### config.mk
export PLATFORM = sky130hd
export DESIGN_NAME = binary_scan_ctrl
export DESIGN_NICKNAME = d
export VERILOG_FILES = /design/src/rtl/binary_scan_ctrl.sv
export SDC_FILE = /design/constraint.sdc
export NUM_CORES = 1
export LEC_CHECK = 0
export CORE_ASPECT_RATIO = 0.7
export CORE_UTILIZATION = 56
export DETAILED_ROUTE_END_ITERATION = 8
export GPL_ROUTABILITY_DRIVEN = 0
export PLACE_DENSITY = 0.91
export SKIP_CTS_REPAIR_TIMING = 1
export SLEW_MARGIN = 30
export SYNTH_ARGS = -nofsm -noshare
export SYNTH_HDL_FRONTEND = slang
export SYNTH_SLANG_ARGS = --single-unit
### constraint.sdc
create_clock -name clk -period 4.35 [get_ports clk]
set_input_delay 0.87 -clock clk [delete_from_list [all_inputs] [get_ports clk]]
set_output_delay 0.87 -clock clk [all_outputs]
set_load 0.1 [all_outputs]
### src/rtl/binary_scan_ctrl.sv
// Column-scan scheduler for the binary-clock LED array: blanking, PWM
// brightness and a frame-synchronous double-buffered time load.
module binary_scan_ctrl #(
    parameter int DWELL_CYCLES = 1000,
    parameter int BLANK_CYCLES = 16,
    parameter int PWM_BITS     = 4
) (
    input  logic                clk,
    input  logic                rst_n,
    input  logic                time_valid,
    output logic                time_ready,
    input  logic [1:0]          h1,
    input  logic [3:0]          h0,
    input  logic [2:0]          m1,
    input  logic [3:0]          m0,
    input  logic [PWM_BITS-1:0] brightness,
    output logic [3:0]          row,
    output logic [3:0]          col,
    output logic                frame_start
);

    localparam int MAXC = (DWELL_CYCLES > BLANK_CYCLES) ? DWELL_CYCLES : BLANK_CYCLES;
    localparam int CW   = $clog2(MAXC) + 1;

    typedef enum logic {BLANK, DWELL} state_t;

    state_t              state_q, state_d;
    logic [1:0]          col_idx_q, col_idx_d;
    logic [CW-1:0]       cnt_q, cnt_d;
    logic [PWM_BITS-1:0] pwm_q, pwm_d;
    logic [PWM_BITS-1:0] bright_q, bright_d;
    logic [12:0]         disp_q, disp_d;
    logic [12:0]         pend_q, pend_d;
    logic                full_q, full_d;
    logic                run_q, run_d;
    logic                ready_q, ready_d;
    logic [3:0]          row_q, row_d;
    logic [3:0]          col_q, col_d;
    logic                fs_q, fs_d;
    logic [3:0]          digit;
    logic                pwm_on;

    always_comb begin
        state_d   = state_q;
        col_idx_d = col_idx_q;
        cnt_d     = cnt_q;
        run_d     = 1'b1;
        // The cycle after reset release replays the first blank of column 3.
        if (!run_q) begin
            state_d   = BLANK;
            col_idx_d = 2'd3;
            cnt_d     = '0;
        end else begin
            unique case (state_q)
                BLANK: begin
                    if (cnt_q == CW'(BLANK_CYCLES - 1)) begin
                        state_d = DWELL;
                        cnt_d   = '0;
                    end else begin
                        cnt_d = cnt_q + CW'(1);
                    end
                end
                DWELL: begin
                    if (cnt_q == CW'(DWELL_CYCLES - 1)) begin
                        state_d   = BLANK;
                        cnt_d     = '0;
                        col_idx_d = col_idx_q - 2'd1;
                    end else begin
                        cnt_d = cnt_q + CW'(1);
                    end
                end
                default: begin
                    state_d = BLANK;
                    cnt_d   = '0;
                end
            endcase
        end

        if (state_q == DWELL && state_d == DWELL) begin
            pwm_d = pwm_q + PWM_BITS'(1);
        end else begin
            pwm_d = '0;
        end

        fs_d = (state_d == BLANK) && (cnt_d == '0) && (col_idx_d == 2'd3);

        bright_d = bright_q;
        disp_d   = disp_q;
        pend_d   = pend_q;
        full_d   = full_q;
        // Swap needs full, capture needs empty, so they never collide.
        if (fs_d) begin
            bright_d = brightness;
            if (full_q) begin
                disp_d = pend_q;
                full_d = 1'b0;
            end
        end
        if (time_valid && ready_q) begin
            pend_d = {h1, h0, m1, m0};
            full_d = 1'b1;
        end
        ready_d = !full_d;

        unique case (col_idx_d)
            2'd3:    digit = {2'b00, disp_q[12:11]};
            2'd2:    digit = disp_q[10:7];
            2'd1:    digit = {1'b0, disp_q[6:4]};
            default: digit = disp_q[3:0];
        endcase

        pwm_on = (&bright_d) || (pwm_d < bright_d);

        row_d = '0;
        col_d = '0;
        if (state_d == DWELL) begin
            col_d = 4'b0001 << col_idx_d;
            if (pwm_on) begin
                row_d = digit;
            end
        end
    end

    always_ff @(posedge clk) begin
        if (!rst_n) begin
            state_q   <= BLANK;
            col_idx_q <= 2'd3;
            cnt_q     <= '0;
            pwm_q     <= '0;
            bright_q  <= '0;
            disp_q    <= '0;
            pend_q    <= '0;
            full_q    <= 1'b0;
            run_q     <= 1'b0;
            ready_q   <= 1'b0;
            row_q     <= '0;
            col_q     <= '0;
            fs_q      <= 1'b0;
        end else begin
            state_q   <= state_d;
            col_idx_q <= col_idx_d;
            cnt_q     <= cnt_d;
            pwm_q     <= pwm_d;
            bright_q  <= bright_d;
            disp_q    <= disp_d;
            pend_q    <= pend_d;
            full_q    <= full_d;
            run_q     <= run_d;
            ready_q   <= ready_d;
            row_q     <= row_d;
            col_q     <= col_d;
            fs_q      <= fs_d;
        end
    end

    assign time_ready  = ready_q;
    assign row         = row_q;
    assign col         = col_q;
    assign frame_start = fs_q;

endmodule
==> summary.txt <==
outcome - finished clean
# diodes - 0
setup TNS - 0 ns
final wirelength - 6080 um
share of layout cells above drive strength 1 - 8.48%
Main synth FF type - dfxtp_1
worst slew pin tran - 0.976 ns
largest net degree at the start of global routing - 34
R2R Path End - row[1]$_SDFF_PN0_
met1 Track Usage GR - 36.3%
Critical Path AT - 4.08 ns
Synth Area per Inst - 8.71 um2
Layout Skew - 0.0104 ns
drt wl/cell - 15.3 um
Ports - 30
MaxCap Viol Count - 0
crit path from - cnt_q[0]$_SDFF_PN0_
CP Class - flip-flop to flip-flop
GRT Overall Usage - 26.0%
clock slew at reported path FFs - 0.07 ns
core box area - 4500 um2
initial antenna violation count - 0
met3 global-route usage - 6.67%
RSZ-0062 raised after global routing - no
leak pwr - 1.16 nW
syn nets - 337
P per Cell Area - 377 nW/um2
min cycle time layout - 3.82 ns
final-report hold violation count - 0
fmax - 0.262 GHz
critical path peak fanout - 6
CTS HTree Levels - 3
Most Crowded Layer GR - met2
final setup fails - 0
CTS max path bufs - 2
row count - 20
Iteration-0 DRC Markers - 321
worst r2r path cells - 12
Worst slew margin - 34.7%
Vias - 2371
number of global-route vias before repair - 2008
chip width - 85.4 um
Via density - 5.97
Post-DRT Antenna Nets - 0
CTS buffer count - 9
RR Startpoint - cnt_q[0]$_SDFF_PN0_
Root Buffer - clkbuf_8
Clk Latency, worst-skew pair - 0.34 ns
#FFs+latches synth - 60
CP Launch Type - flip-flop
clock sink count - 60
Async SR Flop Fraction - 0%
period utilization - 87.9%
first-pass GRT wire length - 9900 um
number of synthesized flops with an enable pin - 0
Netlist cell types - 47
Worst Setup End Kind - flip-flop
Starting Density - 60.5%
reg2reg setup slack - 0.53 ns
Max VDD drop - 0.000230 V
Initial DRT Pass Iterations - 4
die area - 5160 um2
synthesized area - 2730 um2
grt total ovfl - 0
global-route met2 utilization - 37.9%
crit path to - row[1]$_SDFF_PN0_
sequential share of the synthesized area - 44.1%
Remaining DRCs - 0
# port buffers - 29
WP data required - 4.60 ns
area growth from synthesis to layout - 18.7%
Detail Placement HPWL - 4320 um
Nets - 361
final core occ - 71.9%
cell count after synthesis - 313
YS warnings - 0
HP Class - flip-flop to flip-flop
CTS tree - built
Filler cells - 338
Die Height - 60.4 um
fin. max-slew vios - 0
[routing by layer]
metal	vias up	wire length, um
met1	1096	2940
met3	12	476
met4	0	126
met2	115	2540
li1	1148	-
met5	-	0
[metrics by stage]
step,power (mW),hold WS (ns),area (um2),setup WS (ns),std cells
after global placement,0.676,0.444,3020,0.803,381
final,1.22,0.464,3240,0.527,397
after floorplan,0.645,0.432,2730,0.746,313
after detailed placement,0.681,0.448,3020,0.584,381
after CTS,1.23,0.465,3240,0.573,397
after global routing,1.26,0.480,3240,0.404,397
[kinds of logic after synthesis]
kind of cell,synth area share (%)
AO/OA/AOI/OAI,17.2
multiplexers,2.29
flip-flops,44.1
AND/OR/NAND/NOR,25.9
adder cells (fa/ha/maj),1.84
buffers and inverters,4.18
XOR/XNOR,4.50
[cells in the mapped netlist, types with 3 or more instances]
library cell	number	area, um2
a211oi_1	4	30.0
a21boi_0	14	105
a21boi_1	15	113
a21oi_1	4	20.0
and2_1	6	37.5
and3_1	5	31.3
and4_1	4	35.0
buf_2	4	20.0
clkbuf_1	13	48.8
dfxtp_1	60	1200
ha_1	4	50.1
inv_1	7	26.3
mux2i_1	4	40.0
nand2_1	51	191
nand3_1	26	130
nand4_1	12	75.1
nor2_1	18	67.6
nor2b_1	5	31.3
nor3_1	6	30.0
o21ai_0	5	25.0
or2_2	3	18.8
xnor2_1	9	78.8
xor2_1	5	43.8
[area by class of cell]
class / instances / area [um2] / area share [%]
Sequential cell: 60 / 1200 / 37.1
Inverter: 7 / 26.3 / 0.812
Clock inverter: 5 / 75.1 / 2.32
Tap cell: 55 / 68.8 / 2.13
Clock buffer: 11 / 141 / 4.37
Multi-Input combinational cell: 227 / 1410 / 43.6
Timing Repair Buffer: 32 / 313 / 9.66
[layout by cell type, fill, tap and decap left out, types with 2 or more instances in the layout]
cell type | netlist | final
nand3_1 | 26 | 26
a31o_1 | 2 | 2
mux2_2 | 2 | 2
mux2i_1 | 4 | 4
o21ai_0 | 5 | 5
and3_1 | 5 | 5
bufinv_16 | 0 | 2
inv_1 | 7 | 7
a211oi_1 | 4 | 4
clkdlybuf4s50_1 | 0 | 29
nand4_1 | 12 | 12
dfxtp_1 | 60 | 60
clkbuf_8 | 0 | 10
o211ai_1 | 2 | 2
or2_2 | 3 | 3
ha_1 | 4 | 4
xor2_1 | 5 | 5
xnor2_1 | 9 | 9
nor2_1 | 18 | 18
a21boi_1 | 15 | 15
nor2b_1 | 5 | 5
buf_4 | 1 | 3
and2_1 | 6 | 6
nor3_1 | 6 | 6
clkinv_2 | 0 | 3
o21a_1 | 2 | 2
o211a_1 | 2 | 2
a21oi_1 | 4 | 4
a21boi_0 | 14 | 14
nand2_1 | 51 | 51
and4_1 | 4 | 4
[critical path, cell delays in order (launching register included)]
cell and delay [ns]:
dfxtp_1 0.35, ha_1 0.30, and3_1 0.29, a31o_1 0.25
or2_2 0.30, o211ai_2 0.26, and2_1 0.21, mux2i_1 0.25
ha_1 0.29, nor2b_1 0.16, a2111oi_1 0.66, o311ai_4 0.17
a211oi_1 0.25
[worst min path at each step]
stage                            startpoint                 endpoint  slack [ns]  cells past startpoint
CTS                  disp_q[8]$_SDFFE_PN0P_   disp_q[8]$_SDFFE_PN0P_        0.46                      2
global route         pend_q[9]$_SDFFE_PN0P_   pend_q[9]$_SDFFE_PN0P_        0.48                      2
global placement     disp_q[8]$_SDFFE_PN0P_   disp_q[8]$_SDFFE_PN0P_        0.44                      2
finish               pend_q[5]$_SDFFE_PN0P_   disp_q[5]$_SDFFE_PN0P_        0.46                      2
detailed placement   disp_q[7]$_SDFFE_PN0P_   disp_q[7]$_SDFFE_PN0P_        0.45                      2
floorplan           disp_q[11]$_SDFFE_PN0P_  disp_q[11]$_SDFFE_PN0P_        0.43                      2
[power by group]
group	total, mW	switching, mW	internal [mW]
logic	0.0968	0.0551	0.0418
clock network	0.549	0.214	0.335
registers	0.573	0.0113	0.562
total	1.22	0.280	0.939
[flip-flops by register name, indices dropped and copies added (netlist names)]
name and flops:
cnt_q 11, run_q 1, row 4, state_q 1, pend_q 13, col 4
pwm_q 4, full_q 1, disp_q 13, frame_start 1, col_idx_q 2, bright_q 4
time_ready 1
Power figures use the tool's default switching activity.
